$ cat config.mk
export PLATFORM = sky130hd
export DESIGN_NAME = alu_exec_unit
export DESIGN_NICKNAME = d
export VERILOG_FILES = /design/src/rtl/alu_exec_pkg.sv /design/src/rtl/alu_muldiv_iter.sv /design/src/rtl/alu_exec_unit.sv
export SDC_FILE = /design/constraint.sdc
export NUM_CORES = 1
export LEC_CHECK = 0
export ABC_AREA = 1
export BUFFER_PORTS_ARGS = -buffer_cell sky130_fd_sc_hd__clkbuf_2
export CAP_MARGIN = 10
export CORE_MARGIN = 3
export CORE_UTILIZATION = 42
export CTS_BUF_LIST = sky130_fd_sc_hd__clkbuf_8
export DETAILED_ROUTE_END_ITERATION = 16
export MAX_ROUTING_LAYER = met4
export PLACE_DENSITY_LB_ADDON = 0.05
export SLEW_MARGIN = 20
export SYNTH_ARGS = -nofsm -noshare
export SYNTH_HDL_FRONTEND = slang
export SYNTH_SLANG_ARGS = --single-unit
$ cat constraint.sdc
create_clock -name clk -period 5.2 [get_ports clk]
set_input_delay 0.78 -clock clk [delete_from_list [all_inputs] [get_ports clk]]
set_output_delay 0.78 -clock clk [all_outputs]
set_load 0.01 [all_outputs]
$ cat src/rtl/alu_exec_pkg.sv
// ---------------------------------------------------------------------------
// alu_exec_pkg
// Shared definitions for the execute-stage ALU:
//   - alu_ctr_e : 4-bit ALU control codes produced by the decoder
//   - ALUOP_*   : 2-bit ALUOp encodings coming from the main decoder
//   - state_e   : sequencing states of the execute unit
//   - base_ctr  : funct3 -> control code mapping shared by R- and I-type
// ---------------------------------------------------------------------------
package alu_exec_pkg;

   typedef enum logic [3:0] {
      CTR_AND  = 4'b0000,
      CTR_OR   = 4'b0001,
      CTR_ADD  = 4'b0010,
      CTR_SLL  = 4'b0011,
      CTR_SRL  = 4'b0100,
      CTR_SRA  = 4'b0101,
      CTR_SUB  = 4'b0110,
      CTR_SLT  = 4'b0111,
      CTR_XOR  = 4'b1000,
      CTR_SLTU = 4'b1001,
      CTR_MUL  = 4'b1010,
      CTR_DIV  = 4'b1011,
      CTR_DIVU = 4'b1100,
      CTR_REM  = 4'b1101,
      CTR_REMU = 4'b1110
   } alu_ctr_e;

   localparam logic [1:0] ALUOP_MEM    = 2'b00;
   localparam logic [1:0] ALUOP_BRANCH = 2'b01;
   localparam logic [1:0] ALUOP_RTYPE  = 2'b10;
   localparam logic [1:0] ALUOP_ITYPE  = 2'b11;

   typedef enum logic [1:0] {
      ST_IDLE = 2'b00,
      ST_MUL  = 2'b01,
      ST_DIV  = 2'b10
   } state_e;

   // alt selects SUB for funct3=000 and SRA for funct3=101; the caller
   // decides whether instruction bit 30 is meaningful for that format.
   function automatic alu_ctr_e base_ctr(input logic [2:0] f3, input logic alt);
      case (f3)
         3'b000:  return alt ? CTR_SUB : CTR_ADD;
         3'b001:  return CTR_SLL;
         3'b010:  return CTR_SLT;
         3'b011:  return CTR_SLTU;
         3'b100:  return CTR_XOR;
         3'b101:  return alt ? CTR_SRA : CTR_SRL;
         3'b110:  return CTR_OR;
         default: return CTR_AND;
      endcase
   endfunction

endpackage

$ cat src/rtl/alu_muldiv_iter.sv
// ---------------------------------------------------------------------------
// alu_muldiv_iter
// Iterative MUL / DIV / DIVU / REM / REMU engine, one bit per cycle.
//   clk, rst_n : clock, asynchronous active-low reset
//   start      : load operands (op, op_a, op_b) this edge
//   abort      : drop the operation in flight
//   done       : final iteration happens on the coming edge; res is valid now
//   res        : sign-corrected result of the final iteration
// One shift register (sh_reg) is the multiplier for MUL and the dividend /
// quotient for division; acc_reg is the product or the partial remainder.
// Division works on magnitudes; signs are applied when the result is formed.
// ---------------------------------------------------------------------------
module alu_muldiv_iter
   import alu_exec_pkg::*;
#(
   parameter  int XLEN = 32,
   localparam int SHW  = $clog2(XLEN)
) (
   input  logic            clk,
   input  logic            rst_n,
   input  logic            start,
   input  logic            abort,
   input  alu_ctr_e        op,
   input  logic [XLEN-1:0] op_a,
   input  logic [XLEN-1:0] op_b,
   output logic            done,
   output logic [XLEN-1:0] res
);

   localparam logic [SHW-1:0] LAST = {SHW{1'b1}};   // index of the final iteration

   logic            busy_reg, is_mul_reg, want_rem_reg, neg_q_reg, neg_r_reg;
   logic [SHW-1:0]  cnt_reg;
   logic [XLEN-1:0] sh_reg, opnd_reg;
   logic [XLEN:0]   acc_reg;

   logic            signed_op;
   logic [XLEN-1:0] mag_a, mag_b, sh_step;
   logic [XLEN:0]   acc_step, rem_shift, rem_diff;

   assign signed_op = (op == CTR_DIV) || (op == CTR_REM);
   assign mag_a     = (signed_op && op_a[XLEN-1]) ? -op_a : op_a;
   assign mag_b     = (signed_op && op_b[XLEN-1]) ? -op_b : op_b;

   // One iteration of the selected algorithm, computed from the current state.
   always_comb begin
      rem_shift = {acc_reg[XLEN-1:0], sh_reg[XLEN-1]};
      rem_diff  = rem_shift - {1'b0, opnd_reg};
      if (is_mul_reg) begin
         acc_step = sh_reg[0] ? {1'b0, acc_reg[XLEN-1:0] + opnd_reg} : acc_reg;
         sh_step  = sh_reg >> 1;
      end else if (!rem_diff[XLEN]) begin
         acc_step = rem_diff;
         sh_step  = {sh_reg[XLEN-2:0], 1'b1};
      end else begin
         acc_step = rem_shift;
         sh_step  = {sh_reg[XLEN-2:0], 1'b0};
      end
   end

   assign done = busy_reg && (cnt_reg == LAST);

   // Result is formed from the final iteration's values so the caller can
   // register it on the same edge that performs that iteration.
   always_comb begin
      if (is_mul_reg)
         res = acc_step[XLEN-1:0];
      else if (want_rem_reg)
         res = neg_r_reg ? -acc_step[XLEN-1:0] : acc_step[XLEN-1:0];
      else
         res = neg_q_reg ? -sh_step : sh_step;
   end

   always_ff @(posedge clk or negedge rst_n) begin
      if (!rst_n) begin
         busy_reg     <= 1'b0;
         is_mul_reg   <= 1'b0;
         want_rem_reg <= 1'b0;
         neg_q_reg    <= 1'b0;
         neg_r_reg    <= 1'b0;
         cnt_reg      <= '0;
         sh_reg       <= '0;
         opnd_reg     <= '0;
         acc_reg      <= '0;
      end else if (abort) begin
         busy_reg <= 1'b0;
      end else if (start) begin
         busy_reg     <= 1'b1;
         cnt_reg      <= '0;
         acc_reg      <= '0;
         is_mul_reg   <= (op == CTR_MUL);
         want_rem_reg <= (op == CTR_REM) || (op == CTR_REMU);
         neg_q_reg    <= signed_op && (op_a[XLEN-1] ^ op_b[XLEN-1]);
         neg_r_reg    <= signed_op && op_a[XLEN-1];
         if (op == CTR_MUL) begin
            sh_reg   <= op_b;
            opnd_reg <= op_a;
         end else begin
            sh_reg   <= mag_a;
            opnd_reg <= mag_b;
         end
      end else if (busy_reg) begin
         acc_reg <= acc_step;
         sh_reg  <= sh_step;
         if (is_mul_reg)
            opnd_reg <= opnd_reg << 1;
         cnt_reg <= cnt_reg + SHW'(1);
         if (cnt_reg == LAST)
            busy_reg <= 1'b0;
      end
   end

endmodule

$ cat src/rtl/alu_exec_unit.sv
// ---------------------------------------------------------------------------
// alu_exec_unit
// Execute-stage ALU: ALUOp/funct decode, single-cycle RV32I datapath and an
// iterative RV32M engine behind valid/ready handshakes.
//   clk, rst_n           : clock, asynchronous active-low reset
//   flush                : abort any accepted / in-flight operation
//   in_valid / in_ready  : operation handshake
//   alu_op, funct3,
//   funct7_b5, funct7_b0 : instruction decode fields
//   op_a, op_b           : operands (op_b may be an immediate)
//   out_valid / out_ready: result handshake
//   result, zero, illegal: registered result, result==0, bad encoding
// ---------------------------------------------------------------------------
module alu_exec_unit
   import alu_exec_pkg::*;
#(
   parameter  int XLEN = 32,
   localparam int SHW  = $clog2(XLEN)
) (
   input  logic            clk,
   input  logic            rst_n,
   input  logic            flush,
   input  logic            in_valid,
   output logic            in_ready,
   input  logic [1:0]      alu_op,
   input  logic [2:0]      funct3,
   input  logic            funct7_b5,
   input  logic            funct7_b0,
   input  logic [XLEN-1:0] op_a,
   input  logic [XLEN-1:0] op_b,
   output logic            out_valid,
   input  logic            out_ready,
   output logic [XLEN-1:0] result,
   output logic            zero,
   output logic            illegal
);

   localparam logic [XLEN-1:0] MIN_VAL = {1'b1, {(XLEN-1){1'b0}}};

   state_e          state_reg, state_next;
   logic            out_valid_reg, zero_reg, illegal_reg;
   logic [XLEN-1:0] result_reg;

   alu_ctr_e        ctr;
   logic            bad, accept, go_iter, is_div_op, signed_div, div_zero, div_ovf;
   logic            eng_start, eng_done;
   logic [XLEN-1:0] quick_res, fast_val, eng_res;
   logic [SHW-1:0]  shamt;

   // ---------------- decode ----------------
   always_comb begin
      ctr = CTR_ADD;
      bad = 1'b0;
      case (alu_op)
         ALUOP_MEM: ctr = CTR_ADD;
         ALUOP_BRANCH: begin
            case (funct3)
               3'b000, 3'b001: ctr = CTR_SUB;
               3'b100, 3'b101: ctr = CTR_SLT;
               3'b110, 3'b111: ctr = CTR_SLTU;
               default:        bad = 1'b1;
            endcase
         end
         ALUOP_RTYPE: begin
            if (funct7_b0) begin
               case (funct3)
                  3'b000:  ctr = CTR_MUL;
                  3'b100:  ctr = CTR_DIV;
                  3'b101:  ctr = CTR_DIVU;
                  3'b110:  ctr = CTR_REM;
                  3'b111:  ctr = CTR_REMU;
                  default: bad = 1'b1;          // high-half multiplies decode as illegal
               endcase
            end else begin
               ctr = base_ctr(funct3, funct7_b5);
            end
         end
         // I-type: bit 30 is immediate data for ADDI, only selects SRAI.
         default: ctr = base_ctr(funct3, (funct3 == 3'b101) && funct7_b5);
      endcase
   end

   // ---------------- single-cycle datapath ----------------
   assign shamt      = op_b[SHW-1:0];
   assign div_zero   = (op_b == '0);
   assign div_ovf    = (op_a == MIN_VAL) && (op_b == '1);
   assign is_div_op  = (ctr == CTR_DIV) || (ctr == CTR_DIVU) || (ctr == CTR_REM) || (ctr == CTR_REMU);
   assign signed_div = (ctr == CTR_DIV) || (ctr == CTR_REM);

   // Divide-by-zero and signed overflow have fixed answers and skip iteration.
   assign go_iter = !bad && ((ctr == CTR_MUL) ||
                             (is_div_op && !div_zero && !(signed_div && div_ovf)));

   always_comb begin
      quick_res = '0;
      case (ctr)
         CTR_ADD:  quick_res = op_a + op_b;
         CTR_SUB:  quick_res = op_a - op_b;
         CTR_AND:  quick_res = op_a & op_b;
         CTR_OR:   quick_res = op_a | op_b;
         CTR_XOR:  quick_res = op_a ^ op_b;
         CTR_SLL:  quick_res = op_a << shamt;
         CTR_SRL:  quick_res = op_a >> shamt;
         CTR_SRA:  quick_res = $signed(op_a) >>> shamt;
         CTR_SLT:  quick_res = {{(XLEN-1){1'b0}}, ($signed(op_a) < $signed(op_b))};
         CTR_SLTU: quick_res = {{(XLEN-1){1'b0}}, (op_a < op_b)};
         CTR_DIV:  quick_res = div_zero ? '1 : MIN_VAL;
         CTR_DIVU: quick_res = '1;
         CTR_REM:  quick_res = div_zero ? op_a : '0;
         CTR_REMU: quick_res = op_a;
         default:  quick_res = '0;
      endcase
   end

   assign fast_val  = bad ? '0 : quick_res;
   assign accept    = in_valid && in_ready && !flush;
   assign eng_start = accept && go_iter;

   alu_muldiv_iter #(.XLEN(XLEN)) u_iter (
      .clk   (clk),
      .rst_n (rst_n),
      .start (eng_start),
      .abort (flush),
      .op    (ctr),
      .op_a  (op_a),
      .op_b  (op_b),
      .done  (eng_done),
      .res   (eng_res)
   );

   // ---------------- FSM: state register ----------------
   always_ff @(posedge clk or negedge rst_n) begin
      if (!rst_n)
         state_reg <= ST_IDLE;
      else
         state_reg <= state_next;
   end

   // ---------------- FSM: next state ----------------
   always_comb begin
      state_next = state_reg;
      if (flush) begin
         state_next = ST_IDLE;
      end else begin
         case (state_reg)
            ST_IDLE: if (eng_start) state_next = (ctr == CTR_MUL) ? ST_MUL : ST_DIV;
            ST_MUL,
            ST_DIV:  if (eng_done) state_next = ST_IDLE;
            default: state_next = ST_IDLE;
         endcase
      end
   end

   // ---------------- FSM: outputs ----------------
   always_comb begin
      in_ready = (state_reg == ST_IDLE) && (!out_valid_reg || out_ready);
   end

   // ---------------- result register ----------------
   always_ff @(posedge clk or negedge rst_n) begin
      if (!rst_n) begin
         out_valid_reg <= 1'b0;
         result_reg    <= '0;
         zero_reg      <= 1'b1;
         illegal_reg   <= 1'b0;
      end else if (flush) begin
         out_valid_reg <= 1'b0;
      end else begin
         if (out_valid_reg && out_ready)
            out_valid_reg <= 1'b0;
         // Completion and acceptance are exclusive: accept needs ST_IDLE.
         if (eng_done) begin
            result_reg    <= eng_res;
            zero_reg      <= (eng_res == '0);
            illegal_reg   <= 1'b0;
            out_valid_reg <= 1'b1;
         end else if (accept && !go_iter) begin
            result_reg    <= fast_val;
            zero_reg      <= (fast_val == '0);
            illegal_reg   <= bad;
            out_valid_reg <= 1'b1;
         end
      end
   end

   assign out_valid = out_valid_reg;
   assign result    = result_reg;
   assign zero      = zero_reg;
   assign illegal   = illegal_reg;

endmodule

==> flow_metrics.env <==
export IMPL_syn_nets=4928
export IMPL_fmax_mhz=205
export IMPL_cts_hold_buf=0
export IMPL_crit_family="simple AND/OR/NAND/NOR gates"
export IMPL_insertion_delay_ns=0.54
export IMPL_p_leak_nw=14.3
export IMPL_wire_per_inst_um=25.6
export IMPL_start_kind="register"
export IMPL_ir_worst_vdd_mv=0.286
export IMPL_grt_max_degree=144
export IMPL_p_per_area_nw_per_um2=597
export IMPL_dp_cells=5549
export IMPL_synth_most_common_cell="nand2_1"
export IMPL_drc=0
export IMPL_first_pass_iters=9
export IMPL_critPathKind="reg -> reg"
export IMPL_clock_path_buffers=2
export IMPL_cpPeakStageDelay_ns=0.48
export IMPL_maxSlewViolCount=0
export IMPL_grt_pass1_wl_mm=208
export IMPL_layout_drive_gt1_share_pct=9.46
export IMPL_ys_warn_count=0
export IMPL_detailed_place_hpwl_mm=116
export IMPL_htree_levels=4
export IMPL_cts_tree="done"
export IMPL_maxCapViolations=0
export IMPL_globalRouteTotalUtil_pct=43.5
export IMPL_cts_buffers=17
export IMPL_syn_area_um2=26200
export IMPL_synthCells=4676
export IMPL_synth_top_cell_by_area="nand2_1"
export IMPL_area_delta_synth_final_pct=8.80
export IMPL_routed_wl_mm=143
export IMPL_crit_top_cell="inv_1"
export IMPL_grt_ovfl_total=0
export IMPL_final_cell_count_no_fill=5588
export IMPL_vias=33800
export IMPL_rows=90
export IMPL_crit_required_ns=5.66
export IMPL_synthFlopType="dfrtp_1"
export IMPL_fin_nets=4994
export IMPL_slew_headroom_pct=24.3
export IMPL_numPortBuffers=111
export IMPL_worstPathArrival_ns=5.34
export IMPL_die_h_um=256
export IMPL_postSynthAreaPerCell_um2=5.60
export IMPL_ys_types=70
export IMPL_gp_congestion=1.21
export IMPL_antenna_found_initial=5
export IMPL_cts_num_sinks=143
export IMPL_period_share_pct=93.9
export IMPL_drt_antenna_violating_nets=0
export IMPL_grt_pass1_vias=31600
export IMPL_yosysTopAreaCellShare_pct=17.2
export IMPL_drt_iter0_drc=4512
export IMPL_clk_pin_slew_ns=0.10
export IMPL_pin_count=112
export IMPL_period_needed_ns=4.88
export IMPL_setup_violations=0
export IMPL_dp_slack_ns=-0.0490
export IMPL_initial_core_util_pct=42.9
export IMPL_viasPerCell=6.05
export IMPL_synth_enable_flop_cells=0
export IMPL_timing_setup_tns_ns=0
export IMPL_worst_pin_slew_ns=1.12
export IMPL_synth_commonest_cells="1201 x nand2_1, 577 x inv_1, 495 x nor2_1, 451 x o21ai_0, 369 x nand3_1"
export IMPL_cp_max_fo=8
export IMPL_dieArea_um2=65400
export IMPL_synth_area_leaders="nand2_1 17%, dfrtp_1 14%, o21ai_0 8.6%"
export IMPL_async_flop_share_pct=100
export IMPL_setup_ws_ns=0.318
export IMPL_die_w_um=256
export IMPL_outcome="finished, final reports clean"
export IMPL_cp_num_buf_inv=6
export IMPL_clockRootBuffer="clkbuf_8"
export IMPL_end_kind="register"
export IMPL_seq_area_frac_synth_pct=13.7
export IMPL_hold_path_class="in -> async"
export IMPL_fin_util_pct=46.7
export IMPL_ys_ff_latch=143
export IMPL_final_hold_viol_count=0
export IMPL_core_area_um2=61000
export IMPL_fin_skew_ns=0.0267
export IMPL_slowest_stage="dfrtp_2"
-- worst paths after layout --
path	startpoint	to	slack, ns	depth (start not counted)
max in group asynchronous	rst_n	u_iter.sh_reg[31]	4.05	2
max reg2reg	u_iter.sh_reg[31]	zero	0.32	33
max	u_iter.sh_reg[31]	zero	0.32	33
min	rst_n	u_iter.opnd_reg[5]	0.29	2
min in group clk	result[15]	result[15]	0.50	2
min reg2reg	result[15]	result[15]	0.50	2
-- cell families (layout without fill, tap and decap cells) --
family | count (synthesis) | in the layout | synth area share [%]
flip-flops | 143 | 143 | 13.7
adder cells (fa/ha/maj) | 176 | 176 | 8.52
multiplexers | 4 | 4 | 0.153
AND/OR/NAND/NOR | 2309 | 2309 | 37.5
AO/OA/AOI/OAI | 1153 | 1153 | 25.6
buffers and inverters | 822 | 901 | 12.3
other | 0 | 5 | 0
XOR/XNOR | 69 | 69 | 2.31
-- layer usage --
metal	track usage (%)	vias up	share of wire [%]
met3	6.87	538	8.6
met1	50.1	15700	38
met2	68.7	1917	44
li1	-	15700	-
met4	31.7	0	9.4
met5	-	-	0
-- timing repair --
action	in CTS	in global routing
setup endpoints to repair	1	5
cloned	0	0
endpoints found under the hold margin	0	0
pin swaps	0	3
gates resized for setup	1	10
buffers inserted	0	2
-- cells in the final DEF (no fill, tap or decap), types with 31 or more instances in the layout --
cell type / n
o21ai_0: 450
o221ai_1: 49
o211ai_1: 74
buf_4: 147
o22ai_1: 59
nand2_2: 31
o21ai_1: 46
inv_1: 575
nor2_1: 495
nor3_1: 61
nand2_1: 1201
dfrtp_1: 140
a21oi_1: 313
clkbuf_2: 110
nand3_1: 368
nand4_1: 46
ha_1: 172
xor2_1: 55
-- per-stage QoR --
stage / power, mW / cell area (um2) / hold WS, ns
floorplan: 11.2 / 26200 / 0.452
global placement: 15.6 / 28000 / 0.467
detailed placement: 15.6 / 28000 / 0.469
CTS: 16.6 / 28400 / 0.416
global route: 18.5 / 28500 / 0.446
finish: 17.0 / 28500 / 0.289
-- power breakdown --
group	internal [mW]	switching, mW
combinational	4.18	9.74
sequential	1.61	0.540
clock	0.402	0.561
total	6.19	10.8
-- area by class of cell --
type / count / area [um2]
antenna: 5 / 12.5
clock buffer: 17 / 234
clock inverter: 15 / 165
fill: 6913 / 32500
inverter: 607 / 2280
multi-input combinational: 3711 / 19500
sequential: 143 / 3580
tap: 828 / 1040
timing repair buffer: 262 / 1750
-- worst register-to-register path, delay by kind of cell, from the launching register on --
kind | cells | cell delay (ns)
DFF | 1 | 0.48
adders and majority gates | 3 | 0.73
buffers and inverters | 6 | 0.64
AOI/OAI and AO/OA | 6 | 0.82
and+or+nand+nor | 18 | 2.14
Note: power is estimated with default switching activity, not from simulation.
